### src/rtl/mem_wb_pipe_if.sv
// MEM/WB boundary bundle: stall/flush controls, incoming MEM bundle, outgoing WB bundle.
// Latency: none, this is only a signal grouping.
// Backpressure: stall freezes the pipe and flush invalidates it; there is no ready signal.
// Ports: master drives stall/flush/mem_* and observes wb_*/bubble_count; slave is the pipe itself.
interface mem_wb_pipe_if #(
    parameter int WORD   = 32,
    parameter int RWIDTH = 5,
    parameter int CTRL_W = 2,
    parameter int CNT_W  = 16
);
    logic              stall;
    logic              flush;
    logic              mem_valid;
    logic [CTRL_W-1:0] mem_ctrl;
    logic [WORD-1:0]   mem_read_data;
    logic [WORD-1:0]   mem_alu_result;
    logic [RWIDTH-1:0] mem_dest;

    logic              wb_valid;
    logic [CTRL_W-1:0] wb_ctrl;
    logic [WORD-1:0]   wb_read_data;
    logic [WORD-1:0]   wb_alu_result;
    logic [RWIDTH-1:0] wb_dest;
    logic [WORD-1:0]   wb_write_data;
    logic              wb_regwrite_eff;
    logic [CNT_W-1:0]  bubble_count;

    modport master (
        output stall, flush, mem_valid, mem_ctrl, mem_read_data, mem_alu_result, mem_dest,
        input  wb_valid, wb_ctrl, wb_read_data, wb_alu_result, wb_dest,
        input  wb_write_data, wb_regwrite_eff, bubble_count
    );

    modport slave (
        input  stall, flush, mem_valid, mem_ctrl, mem_read_data, mem_alu_result, mem_dest,
        output wb_valid, wb_ctrl, wb_read_data, wb_alu_result, wb_dest,
        output wb_write_data, wb_regwrite_eff, bubble_count
    );
endinterface

### src/rtl/mem_wb_pipe.sv
// MEM/WB boundary register: DEPTH-stage valid-tagged shift register producing the write-back word.
// Latency: DEPTH cycles from the MEM bundle to the WB outputs, plus one cycle per stalled edge.
// Backpressure: stall holds every stage and freezes the bubble counter; flush clears all stages.
// Ports: clk, rst (synchronous, active-high), bus (mem_wb_pipe_if.slave).
// DEPTH must be in 1..4 and CTRL_W at least 2 (bit0 RegWrite, bit1 MemtoReg).
module mem_wb_pipe #(
    parameter int WORD   = 32,
    parameter int RWIDTH = 5,
    parameter int CTRL_W = 2,
    parameter int DEPTH  = 1,
    parameter int CNT_W  = 16
) (
    input  logic          clk,
    input  logic          rst,
    mem_wb_pipe_if.slave  bus
);
    typedef struct packed {
        logic              valid;
        logic [CTRL_W-1:0] ctrl;
        logic [WORD-1:0]   read_data;
        logic [WORD-1:0]   alu_result;
        logic [RWIDTH-1:0] dest;
    } stage_t;

    stage_t           stg [DEPTH];
    stage_t           load;
    stage_t           last;
    logic [CNT_W-1:0] bubble_cnt;

    // A bubble is stored as all zeroes so downstream never sees stale payload.
    always_comb begin
        load = '0;
        if (bus.mem_valid) begin
            load.valid      = 1'b1;
            load.ctrl       = bus.mem_ctrl;
            load.read_data  = bus.mem_read_data;
            load.alu_result = bus.mem_alu_result;
            load.dest       = bus.mem_dest;
        end
    end

    always_ff @(posedge clk) begin
        if (rst || bus.flush) begin
            for (int i = 0; i < DEPTH; i++) begin
                stg[i] <= '0;
            end
        end else if (!bus.stall) begin
            stg[0] <= load;
            for (int i = 1; i < DEPTH; i++) begin
                stg[i] <= stg[i-1];
            end
        end
    end

    // Counts empty write-back slots; flush does not block it, stall freezes it.
    always_ff @(posedge clk) begin
        if (rst) begin
            bubble_cnt <= '0;
        end else if (!bus.stall && !last.valid && (bubble_cnt != '1)) begin
            bubble_cnt <= bubble_cnt + CNT_W'(1);
        end
    end

    assign last = stg[DEPTH-1];

    assign bus.wb_valid        = last.valid;
    assign bus.wb_ctrl         = last.ctrl;
    assign bus.wb_read_data    = last.read_data;
    assign bus.wb_alu_result   = last.alu_result;
    assign bus.wb_dest         = last.dest;
    assign bus.wb_write_data   = last.ctrl[1] ? last.read_data : last.alu_result;
    // Register $0 is hard-wired to zero, so a write to it is never signalled.
    assign bus.wb_regwrite_eff = last.valid & last.ctrl[0] & (last.dest != '0);
    assign bus.bubble_count    = bubble_cnt;
endmodule
### src/flat_wrapper.sv
// flat-port wrapper written by rule: the top's interface ports become plain ports
module mem_wb_pipe_flat 
#(
    parameter int WORD   = 32,
    parameter int RWIDTH = 5,
    parameter int CTRL_W = 2,
    parameter int DEPTH  = 1,
    parameter int CNT_W  = 16
)
  (clk, rst, bus_stall, bus_flush, bus_mem_valid, bus_mem_ctrl, bus_mem_read_data, bus_mem_alu_result, bus_mem_dest, bus_wb_valid, bus_wb_ctrl, bus_wb_read_data, bus_wb_alu_result, bus_wb_dest, bus_wb_write_data, bus_wb_regwrite_eff, bus_bubble_count);
  mem_wb_pipe_if #(.WORD(WORD), .RWIDTH(RWIDTH), .CTRL_W(CTRL_W), .CNT_W(CNT_W)) bus_i ();
  input  logic clk;
  input  logic rst;
  input wire logic [$bits(bus_i.stall)-1:0] bus_stall;
  input wire logic [$bits(bus_i.flush)-1:0] bus_flush;
  input wire logic [$bits(bus_i.mem_valid)-1:0] bus_mem_valid;
  input wire logic [$bits(bus_i.mem_ctrl)-1:0] bus_mem_ctrl;
  input wire logic [$bits(bus_i.mem_read_data)-1:0] bus_mem_read_data;
  input wire logic [$bits(bus_i.mem_alu_result)-1:0] bus_mem_alu_result;
  input wire logic [$bits(bus_i.mem_dest)-1:0] bus_mem_dest;
  output wire logic [$bits(bus_i.wb_valid)-1:0] bus_wb_valid;
  output wire logic [$bits(bus_i.wb_ctrl)-1:0] bus_wb_ctrl;
  output wire logic [$bits(bus_i.wb_read_data)-1:0] bus_wb_read_data;
  output wire logic [$bits(bus_i.wb_alu_result)-1:0] bus_wb_alu_result;
  output wire logic [$bits(bus_i.wb_dest)-1:0] bus_wb_dest;
  output wire logic [$bits(bus_i.wb_write_data)-1:0] bus_wb_write_data;
  output wire logic [$bits(bus_i.wb_regwrite_eff)-1:0] bus_wb_regwrite_eff;
  output wire logic [$bits(bus_i.bubble_count)-1:0] bus_bubble_count;
  assign bus_i.stall = bus_stall;
  assign bus_i.flush = bus_flush;
  assign bus_i.mem_valid = bus_mem_valid;
  assign bus_i.mem_ctrl = bus_mem_ctrl;
  assign bus_i.mem_read_data = bus_mem_read_data;
  assign bus_i.mem_alu_result = bus_mem_alu_result;
  assign bus_i.mem_dest = bus_mem_dest;
  assign bus_wb_valid = bus_i.wb_valid;
  assign bus_wb_ctrl = bus_i.wb_ctrl;
  assign bus_wb_read_data = bus_i.wb_read_data;
  assign bus_wb_alu_result = bus_i.wb_alu_result;
  assign bus_wb_dest = bus_i.wb_dest;
  assign bus_wb_write_data = bus_i.wb_write_data;
  assign bus_wb_regwrite_eff = bus_i.wb_regwrite_eff;
  assign bus_bubble_count = bus_i.bubble_count;
  mem_wb_pipe #(.WORD(WORD), .RWIDTH(RWIDTH), .CTRL_W(CTRL_W), .DEPTH(DEPTH), .CNT_W(CNT_W)) u_core (.clk(clk), .rst(rst), .bus(bus_i));
endmodule
### config.mk
export PLATFORM = sky130hd
export DESIGN_NAME = mem_wb_pipe_flat
export DESIGN_NICKNAME = d
export VERILOG_FILES = /design/src/rtl/mem_wb_pipe_if.sv /design/src/rtl/mem_wb_pipe.sv /design/src/flat_wrapper.sv
export SDC_FILE = /design/constraint.sdc
export NUM_CORES = 1
export LEC_CHECK = 0
export BUFFER_PORTS_ARGS = -buffer_cell sky130_fd_sc_hd__buf_4
export CAP_MARGIN = 20
export CORE_ASPECT_RATIO = 1.1
export CORE_MARGIN = 3
export CORE_UTILIZATION = 25
export DETAILED_ROUTE_END_ITERATION = 10
export SYNTH_ARGS = -nofsm -noshare
export SYNTH_HDL_FRONTEND = slang
export SYNTH_SLANG_ARGS = --single-unit
### constraint.sdc
create_clock -name clk -period 2.5 [get_ports clk]
set_clock_uncertainty 0.15 [all_clocks]
set_input_delay 0 -clock clk [delete_from_list [all_inputs] [get_ports clk]]
set_output_delay 0 -clock clk [all_outputs]
set_load 0.02 [all_outputs]
Word-level counts from Yosys, hierarchy flattened
Memory sizes are Yosys's and may differ from the RTL's.
Index checks and enable logic that the tools add are counted.
Storage, ports and cells
  word-level logic and storage cells: 22
  RAM bits: 72
  memories kept: 1
  flip-flop bits (word level): 16
  output and inout port bits: 121
  input bits: 76
Operators by class
  reduce and logical (&&, ||, !) cells: 7
  $add $sub $neg: 1
  muxes and demuxes: 9
  bitwise gates (word level): 2
  equality and inequality tests: 1
Memory list
  u_core.stg: words 1, bits a word 72, read ports 1, clocked after memory_dff 0, write ports 1, RTL line mem_wb_pipe.sv:25  | stage_t stg [DEPTH];
Operator list (count)
  $mux W72: 2
  $reduce_or A72 Y1: 1
  $mux W32: 1
  $add A16 B1 Y16 const B: 1
  $ne A16 B16 Y1 const B: 1
  $mux W1: 6
  $reduce_bool A5 Y1: 1
  $and A1 B1 Y1: 2
  $logic_and A1 B1 Y1: 2
  $logic_not A1 Y1: 2
  $logic_or A1 B1 Y1: 1

Depth between registers and ports, before layout
Gate-level depths: netlist of the first run.
  depth after elaboration: 5
  depth in mapped cells: 5

Worst setup path after synthesis of the first run
No wires, ideal clock.
  path kind: input -> register
  from: input port rst
  to: memory u_core.stg[0][0] (netlist name) (enable)
  setup time: 0.433 ns
  data arrival time: 1.871 ns
  setup slack: 0.046 ns
  buffers on the path: 1
  stages: 3
  cells stage by stage: clkbuf_1 > nor2_1 > nand2_1
On the way
  longest elaborated chain between the ends: 5
  elaborated cells between the ends (all ways): 7
  those cells by class: 5 x mux; 2 x reduce/logical
Ends and longest elaborated chain
  start, declared: RTL line flat_wrapper.sv:13  | input logic rst;
  $logic_or A1 B1 Y1 *: RTL line mem_wb_pipe.sv:43  | if (rst || bus.flush) begin
  $mux W1: RTL line mem_wb_pipe.sv:43
  $mux W1 (not written as such): RTL line mem_wb_pipe.sv:48  | stg[0] <= load;
  $reduce_or A72 Y1 (no line)
  $mux W1 (no line) *
  end, declared: RTL line mem_wb_pipe.sv:25
Mark *: on every way between the ends. The rest lies on a longest branch, timed or not.

Worst setup path after layout of the first run
  from: register u_core.bubble_cnt[5] (netlist: u_core.bus.bubble_count[5])
  to: register u_core.bubble_cnt[4] (netlist: u_core.bus.bubble_count[4])
On the way
  longest elaborated chain between the ends: 2
Ends and longest elaborated chain
  start, declared: RTL line mem_wb_pipe.sv:28  | logic [CNT_W-1:0] bubble_cnt;
  start signal, assigned: RTL line mem_wb_pipe.sv:60  | bubble_cnt <= bubble_cnt + CNT_W'(1);
  $ne A16 B16 Y1: RTL line mem_wb_pipe.sv:59  | end else if (!bus.stall && !last.valid && (bubble_cnt != '1)) begin
  $logic_and A1 B1 Y1: RTL line mem_wb_pipe.sv:59
No other way between the ends.
A chain may end at the register's enable or synchronous reset.

==> summary.txt, run 1 <==
Power
  • Lkg Pwr: 3.06 nW
  • Max IR drop VDD: 0.000329 V
  • Logic pwr share: 15.5%
  • Sw Pwr: 0.000878 W
  • Net Sw Frac: 22.9%
  • PD cells: 566 mW/mm^2
  • Flop pwr share: 44.1%
  • Clock share of power: 40.4%
  • Internal power: 0.00295 W

Global routing
  • Global-route track usage on met3: 3.08%
  • Grt total ovfl: 0
  • Vias in the first global route: 3501
  • First-pass GRT wire length: 17500 um
  • GR met2 Demand/Resource: 22.1%
  • Initial antenna violation count: 0
  • Met1 usage: 14.7%
  • GRT Overall Usage: 12.6%
  • Busiest grt layer: met2
  • Largest net degree at the start of global routing: 43

Worst setup path
  • Slowest library cell on the worst path: dlygate4sd3_1
  • Worst setup EP type: register
  • CP arrival: 2270 ps
  • Cell Chain, Critical Path: nand4_2, o311ai_4, xnor2_1, nor2_1, dlygate4sd3_1
  • Worst EP required: 2580 ps
  • Max incr delay on CP: 550 ps
  • Crit start category: register
  • Critical path class: reg2reg
  • Crit-path max FO: 7

Yosys
  • Post-Syn Nets: 365
  • Cell taking the most area after synthesis: edfxtp_1
  • Mapped Area: 0.00396 mm^2
  • Synth top area share: 54.6%
  • Synth area leaders: edfxtp_1 (55%), and2_1 (11%), mux2_2 (9.1%)
  • Syn Inst Count: 288
  • Async S/R FF share, synth: 0%
  • Seq/Total Area, Yosys: 62.7%
  • Avg Cell Area, Syn: 13.7 um^2
  • Synth cell count leaders: and2_1 (72), edfxtp_1 (72), mux2_2 (32)
  • Post-synth EDFFs: 72
  • Yosys Warn Count: 0
  • Yosys reg bits: 88
  • Unique masters post-synth: 37
  • Post-synth top flop: edfxtp_1

Timing
  • Fin. max-slew vios: 0
  • Tmin final: 2190 ps
  • Worst-margin pin slew: 510 ps
  • RSZ-0062 raised after global routing: false
  • Final setup fails: 0
  • Setup TNS Final: 0 ps
  • Endpoints failing hold: 0
  • FMAX: 457 MHz
  • Tightest slew margin relative to the limit: 65.7%
  • Fin crit share: 87.5%
  • Setup WS post-layout: 312 ps

CTS
  • Clock Sinks: 88
  • Post-CTS setup buffer count: 0
  • Bufs on Longest Clock Path: 2
  • TritonCTS clock tree: yes
  • Root Buffer: clkbuf_16
  • Clk pin slew, worst setup/hold paths: 60 ps
  • H-tree lvl count: 3
  • Clock latency on the worst-skew pair: 340 ps
  • TritonCTS Buffers: 9

Drt
  • Final wirelength: 11000 um
  • Vias per Instance: 4.30
  • Iter 0 DRT Violations: 149
  • Total number of vias: 3278
  • Residual DRC: 0
  • Post-route ant nets: 0
  • DRT Pass-1 Iters: 4
  • Routed WL per cell: 14.5 um

Floorplanning
  • Die Wd: 126 um
  • Boundary Pins: 197
  • Std cell rows: 47
  • Placeable Area: 0.0153 mm^2
  • Initial Utilization: 25.9%
  • Die H: 138 um
  • DIE AREA: 0.0174 mm^2

Cells and area
  • Share of cells above drive strength 1: 46.2%
  • Layout Nets: 639
  • Design area: 0.00677 mm^2
  • Ant diodes: 0
  • Area grow syn2layout: 71.1%

Flow run
  • Max Cap Viol: 0

Hold path
  • Hold Path Class: in2reg

Placed design
  • DP Area: 0.00569 mm^2
  • Detailed-placement wirelength estimate: 7740 um
  • Port Buf Inserts: 196
  • GPL Wtd Cong: 0.770
  • Dpl ws: 537 ps

Run status
  • Status: complete, no violations
routing by layer:
layer / wire length [um] / vias to the layer above
met5: 0 / -
met4: 195 / 0
met3: 698 / 13
met2: 5650 / 130
met1: 4510 / 1531
li1: - / 1604
path summary, 6_finish.rpt:
check	startpoint	slack [ps]	end	cells past startpoint
min	bus_flush	110	u_core.stg[0][71]	3
max	u_core.bus.bubble_count[5]	310	u_core.bus.bubble_count[4]	5
max reg2reg	u_core.bus.bubble_count[5]	310	u_core.bus.bubble_count[4]	5
min reg2reg	u_core.bus.bubble_count[14]	400	u_core.bus.bubble_count[14]	2
logic make-up (layout without fill, tap and decap cells):
logic type | count (synthesis) | in the layout | synth area share [%]
compound gates | 24 | 24 | 4.71
simple gates | 123 | 123 | 20.5
flops | 88 | 88 | 62.7
mux | 35 | 35 | 9.90
buf+inv | 15 | 294 | 1.42
xor+xnor | 2 | 2 | 0.443
fa+ha+maj | 1 | 1 | 0.316
power groups by stage:
stage / logic (W) / clock network (W) / registers, W
2_1_floorplan: 0.000146 / 0 / 0.00180
3_3_place_gp: 0.000503 / 0 / 0.00172
3_5_place_dp: 0.000506 / 0 / 0.00172
4_1_cts: 0.000600 / 0.00161 / 0.00169
5_1_grt: 0.000633 / 0.00167 / 0.00170
6_report: 0.000595 / 0.00155 / 0.00169
metrics by stage:
step	total power, W	cells	util, %	hold WS (ps)
2_1_floorplan	0.00195	288	-	48.2
3_3_place_gp	0.00222	673	37.2	129
3_5_place_dp	0.00223	673	37.2	132
4_1_cts	0.00390	763	44.3	100
5_1_grt	0.00400	763	44.3	139
6_report	0.00383	763	44.3	111
sequential cells by signal, indices dropped and copies added, names as in the netlist:
name,cells
u_core.stg,72
u_core.bus.bubble_count,16
worst max-delay path: cells and delay by family, from the launching register on:
| family | cells | cell delay [ps] |
|---|---|---|
| AO/OA/AOI/OAI | 1 | 450 |
| buffers and inverters | 1 | 550 |
| flip-flops | 1 | 450 |
| AND/OR/NAND/NOR | 2 | 320 |
| XOR/XNOR | 1 | 170 |
cells in the final DEF (no fill, tap or decap), types with 9 or more instances in the layout:
master / instances
and2_1: 72
edfxtp_1: 72
clkbuf_16: 9
nor2_1: 9
dfxtp_1: 16
mux2_2: 32
a21oi_1: 10
nand2_1: 9
buf_4: 202
dlygate4sd3_1: 74
final cells by class:
| type | instances | area [um^2] |
|---|---|---|
| tap | 196 | 245 |
| timing repair buffer | 276 | 2260 |
| clock inverter | 7 | 118 |
| inverter | 2 | 7.51 |
| clock buffer | 9 | 225 |
| multi-input combinational | 185 | 1430 |
| sequential | 88 | 2480 |
| fill | 1401 | 8520 |
what timing repair did:
action	in CTS	in global routing
hold buffers	74	0
endpoints found under the hold margin	87	0
gates resized for setup	0	0
Note: power is estimated with default switching activity, not from simulation.
==> run 2, diff against run 1 <==
--- a/config.mk
+++ b/config.mk
@@ -5,8 +5,9 @@
 export SDC_FILE = /design/constraint.sdc
 export NUM_CORES = 1
 export LEC_CHECK = 0
+export ABC_AREA = 1
 export BUFFER_PORTS_ARGS = -buffer_cell sky130_fd_sc_hd__buf_4
-export CAP_MARGIN = 20
+export CAP_MARGIN = 0
 export CORE_ASPECT_RATIO = 1.1
 export CORE_MARGIN = 3
 export CORE_UTILIZATION = 25
==> summary.txt, run 2 <==
Cells and area
  • Area grow syn2layout: 66.8%
  • Max reg flops: 72
  • Ant diodes: 0
  • Final cell utilization of the core: 43.1%
  • Register with the most flip-flops: u_core.stg
  • Most common cell after layout, fill and taps aside: buf_4
  • Share of cells above drive strength 1: 37.7%
  • Layout Nets: 767
  • Commonest cells after routing, fill and taps aside: buf_4 (199), nor2_1 (116), inv_1 (84)

Worst setup path
  • Top cell by count, worst path: buf_4
  • Crit-path max FO: 21
  • Worst path top cell family by delay: buffers and inverters
  • Crit start category: register
  • Slowest library cell on the worst path: mux2_2
  • CP Launch Point: u_core.stg[0][70]
  • Max incr delay on CP: 400 ps
  • CP arrival: 1570 ps
  • RR Startpoint: u_core.bus.bubble_count[0]
  • Worst setup EP type: output port
  • CP bufs+invs: 2
  • Worst EP required: 2350 ps
  • Critical path class: reg2out
  • Cell Chain, Critical Path: buf_4, mux2_2, buf_4

Yosys
  • Seq/Total Area, Yosys: 60.6%
  • Synth area leaders: edfxtp_1 (53%), nor2_1 (11%), mux2_2 (8.2%)
  • Yosys reg bits: 88
  • Post-synth top flop: edfxtp_1
  • Unique masters post-synth: 22
  • Syn Inst Count: 421
  • Synth top area share: 52.8%
  • Async S/R FF share, synth: 0%
  • Post-Syn Nets: 498
  • Yosys Warn Count: 0
  • Synth cell count leaders: nor2_1 (116), inv_1 (84), edfxtp_1 (72)
  • Mapped Area: 0.00410 mm^2
  • Cell taking the most area after synthesis: edfxtp_1
  • Post-synth EDFFs: 72
  • Avg Cell Area, Syn: 9.73 um^2
  • Count leader, synth: nor2_1

Drt
  • Met2 wire length: 6360 um
  • Top Metal Used: met4
  • DRT Pass-1 Iters: 4
  • Iter 0 DRT Violations: 114
  • Met3 WL: 853 um
  • Total number of vias: 3755
  • Final wirelength: 12400 um
  • Post-route ant nets: 0
  • Residual DRC: 0
  • Vias per Instance: 4.20
  • Routed WL per cell: 13.8 um
  • Met1 Wirelength: 4980 um

CTS
  • Bufs on Longest Clock Path: 2
  • Hold_buf cts: 72
  • Clock Sinks: 88
  • H-tree lvl count: 3
  • Post-cts sizing count: 0
  • Clk pin slew, worst setup/hold paths: 60 ps
  • TritonCTS Buffers: 9
  • Root Buffer: clkbuf_16
  • Clock latency on the worst-skew pair: 340 ps
  • TritonCTS clock tree: yes
  • Post-CTS setup buffer count: 0

Hold path
  • Hold Crit Start: rst
  • Hold Path Class: in2reg

Floorplanning
  • Die Wd: 128 um
  • DIE AREA: 0.0180 mm^2
  • Placeable Area: 0.0159 mm^2
  • Die H: 140 um
  • Initial Utilization: 25.8%
  • Std cell rows: 48
  • Boundary Pins: 197

Timing
  • RSZ-0062 raised after global routing: false
  • FMAX: 581 MHz
  • Fin. max-slew vios: 0
  • Final setup fails: 0
  • Setup WS post-layout: 780 ps
  • Tmin final: 1720 ps
  • Worst-margin pin slew: 996 ps
  • Setup TNS Final: 0 ps
  • Tightest slew margin relative to the limit: 33.6%
  • Endpoints failing hold: 0
  • Fin crit share: 68.8%

Placed design
  • Port Buf Inserts: 196
  • Detailed-placement wirelength estimate: 8730 um
  • Dpl ws: 896 ps
  • GPL Wtd Cong: 0.803

Global routing
  • First-pass GRT wire length: 19400 um
  • Grt total ovfl: 0
  • Initial antenna violation count: 0
  • GRT Overall Usage: 13.7%
  • Vias in the first global route: 3813
  • Largest net degree at the start of global routing: 73

Power
  • Max IR drop VDD: 0.000367 V
  • Lkg Pwr: 3.40 nW
  • PD cells: 555 mW/mm^2

Run status
  • Status: complete, no violations

Flow run
  • Max Cap Viol: 0
==> run 2: cell count changes in the layout (fill, tap and decap cells not counted), moves of 6 or more <==
cell,before,now
or4_1,6,0
nor2_1,9,116
and2_1,72,0
nand3_1,4,12
nand2_1,9,45
inv_1,2,84
o31ai_1,6,0
==> run 2: final cells by class <==
| type | count | area [um^2] |
|---|---|---|
| Tap cell | 200 | 250 |
| Multi-Input combinational cell | 232 | 1230 |
| Inverter | 88 | 330 |
| Timing Repair Buffer | 271 | 2210 |
| Clock buffer | 9 | 225 |
| Sequential cell | 88 | 2480 |
| Clock inverter | 7 | 103 |
| Fill cell | 1547 | 9020 |
==> run 2: cell families after synthesis <==
family / Yosys count / synth area share [%]
mux: 32 / 8.80
fa+ha+maj: 1 / 0.305
compound gates: 11 / 1.34
flops: 88 / 60.6
buf+inv: 101 / 9.71
simple gates: 188 / 19.2
==> run 2: worst paths after layout <==
path                                                    end  slack, ps  cells past startpoint
worst max-delay path                  bus_wb_write_data[21]        780                      3
worst min-delay path            u_core.bus.bubble_count[10]         20                      4
worst max register to register   u_core.bus.bubble_count[0]        850                      9
worst min register to register  u_core.bus.bubble_count[15]        390                      2
==> run 2: tightest hold or removal path, delay by kind of cell <==
kind / cells / cell delay [ps]
and+or+nand+nor: 2 / 170
buffers and inverters: 2 / 290
==> run 2: through the flow <==
| stage | cell area [um^2] | total power (W) | hold WS (ps) | std cells |
|---|---|---|---|---|
| CTS | 6830 | 0.00383 | 15.0 | 895 |
| finish | 6830 | 0.00379 | 20.3 | 895 |
| floorplan | 4100 | 0.00197 | 58.0 | 421 |
| global route | 6830 | 0.00395 | 49.7 | 895 |
| detailed placement | 5790 | 0.00226 | 149 | 807 |
| global placement | 5790 | 0.00225 | 143 | 807 |
==> run 2: metal layers <==
metal  up-vias  global-route usage [%]
met1      1754                    16.0
met2       131                    23.8
li1       1859                       -
met3        11                    4.58
met5         -                       0
met4         0                    3.91
==> run 2: power by group <==
| group | switching [W] | leakage [nW] | internal, W |
|---|---|---|---|
| clock network | 0.000586 | 0.162 | 0.000888 |
| logic | 0.000297 | 2.28 | 0.000323 |
| registers | 0.0000473 | 0.961 | 0.00165 |
==> run 3, diff against run 2 <==
==> constraint.sdc (replaced) <==
create_clock -name clk -period 1.6 [get_ports clk]
set_clock_uncertainty 0.15 [all_clocks]
set_input_delay 0 -clock clk [delete_from_list [all_inputs] [get_ports clk]]
set_output_delay 0 -clock clk [all_outputs]
set_load 0.02 [all_outputs]
==> summary.txt, run 3 (synthesized netlist as in run 2, its figures left out) <==
Drt
  • Vias per Instance: 4.19
  • Routed WL per cell: 13.5 um
  • Residual DRC: 0
  • Total number of vias: 3775
  • Final wirelength: 12200 um
  • Post-route ant nets: 0
  • DRT Pass-1 Iters: 4
  • Iter 0 DRT Violations: 188

Cells and area
  • Most common cell after layout, fill and taps aside: buf_4
  • Commonest cells after routing, fill and taps aside: buf_4 (201), nor2_1 (113), inv_1 (84)
  • Register with the most flip-flops: u_core.stg
  • Ant diodes: 0
  • Design area: 0.00697 mm^2
  • Share of cells above drive strength 1: 39.6%
  • Layout Nets: 774
  • Area grow syn2layout: 70.1%
  • Max reg flops: 72

Timing
  • Setup TNS Final: -924 ps
  • FMAX: 608 MHz
  • Tmin final: 1650 ps
  • Worst-margin pin slew: 483 ps
  • Endpoints failing hold: 0
  • Final Hold Slack: 33.5 ps
  • Setup WS post-layout: -45.8 ps
  • Final setup fails: 31
  • RSZ-0062 raised after global routing: true
  • Fin. max-slew vios: 0
  • Fin crit share: 103%
  • Tightest slew margin relative to the limit: 67.8%

CTS
  • Root Buffer: clkbuf_16
  • TritonCTS Buffers: 9
  • TritonCTS clock tree: yes
  • Clock Sinks: 88
  • Clock latency on the worst-skew pair: 340 ps
  • Bufs on Longest Clock Path: 2
  • H-tree lvl count: 3
  • Clk pin slew, worst setup/hold paths: 70 ps

Power
  • Lkg Pwr: 3.45 nW
  • Sw Pwr: 0.00146 W
  • Logic pwr share: 16.5%
  • PD cells: 852 mW/mm^2
  • Max IR drop VDD: 0.000491 V
  • Flop pwr share: 44.6%
  • Internal power: 0.00448 W
  • Pwr Total: 0.00594 W
  • Net Sw Frac: 24.6%
  • Clock share of power: 39.0%

Worst setup path
  • Critical path class: reg2out
  • Crit-path max FO: 33
  • Worst EP required: 1450 ps
  • CP arrival: 1500 ps
  • RR Startpoint: u_core.bus.bubble_count[0]
  • CP Launch Point: u_core.stg[0][70]
  • Worst setup EP type: output port
  • Crit start category: register

Placed design
  • Detailed-placement wirelength estimate: 8480 um
  • GPL Wtd Cong: 0.857
  • DP Area: 0.00585 mm^2
  • Port Buf Inserts: 196

Hold path
  • Hold Crit Start: bus_stall
  • Hold Path Class: in2reg

Global routing
  • GRT Overall Usage: 13.6%
  • First-pass GRT wire length: 19300 um
  • Grt total ovfl: 0
  • Initial antenna violation count: 0
  • Vias in the first global route: 3909
  • Largest net degree at the start of global routing: 73

Floorplanning
  • DIE AREA: 0.0180 mm^2
  • Die H: 140 um
  • Std cell rows: 48
  • Boundary Pins: 197
  • Initial Utilization: 25.8%
  • Placeable Area: 0.0159 mm^2
  • Die Wd: 128 um

Run status
  • Status: finished, violations left
  • Violated checks: negative setup slack

Flow run
  • Max Cap Viol: 0
## run 3: power by group through the flow
| stage | Combinational, W | Clock [W] | Sequential (W) |
|---|---|---|---|
| final | 0.000978 | 0.00231 | 0.00265 |
| after global routing | 0.00105 | 0.00248 | 0.00266 |
| after CTS | 0.000983 | 0.00239 | 0.00265 |
| after detailed placement | 0.000838 | 0 | 0.00270 |
| after global placement | 0.000833 | 0 | 0.00269 |
| after floorplan | 0.000264 | 0 | 0.00281 |
## run 3: metrics by stage
stage	util, %	cells	setup WS [ps]
floorplan	-	421	53.1
global placement	36.9	810	94.4
detailed placement	36.9	810	50.1
CTS	43.5	898	-71.4
global route	43.9	902	-109
finish	43.9	902	-45.8
## run 3: final cells by class
cell class                 instances  area, um^2
fill                            1521        8890
sequential                        88        2490
timing repair buffer             277        2310
multi-input combinational        233        1260
inverter                          88         330
tap                              200         250
clock buffer                       9         225
clock inverter                     7         100
## run 3: path summary, 6_finish.rpt
kind | depth (start not counted) | slack [ps] | to
setup / recovery | 3 | -50 | bus_wb_write_data[17]
hold / removal | 5 | 30 | u_core.bus.bubble_count[8]
setup reg to reg | 8 | 100 | u_core.bus.bubble_count[10]
hold reg to reg | 2 | 360 | u_core.bus.bubble_count[1]
## run 3: worst max-delay path, stage by stage (launching register included)
cell	delay, ps
edfxtp_1	370
buf_12	230
mux2_2	370
buf_4	160
## run 3: what timing repair did
item                                   4_1_cts  5_1_grt
cloned                                       0        1
gates resized for setup                      0       10
buffers inserted                             0        3
hold buffers                                72        0
setup endpoints to repair                   32       46
pin swaps                                    0        4
endpoints found under the hold margin       72        0
## run 3: layer usage
layer / up-vias / wire (um) / share of wire [%] / track usage, %
li1: 1870 / - / - / -
met3: 22 / 821 / 6.7 / 3.62
met4: 0 / 280 / 2.3 / 5.92
met5: - / 0 / 0 / 0
met2: 137 / 6400 / 53 / 24.1
met1: 1746 / 4660 / 38 / 15.1
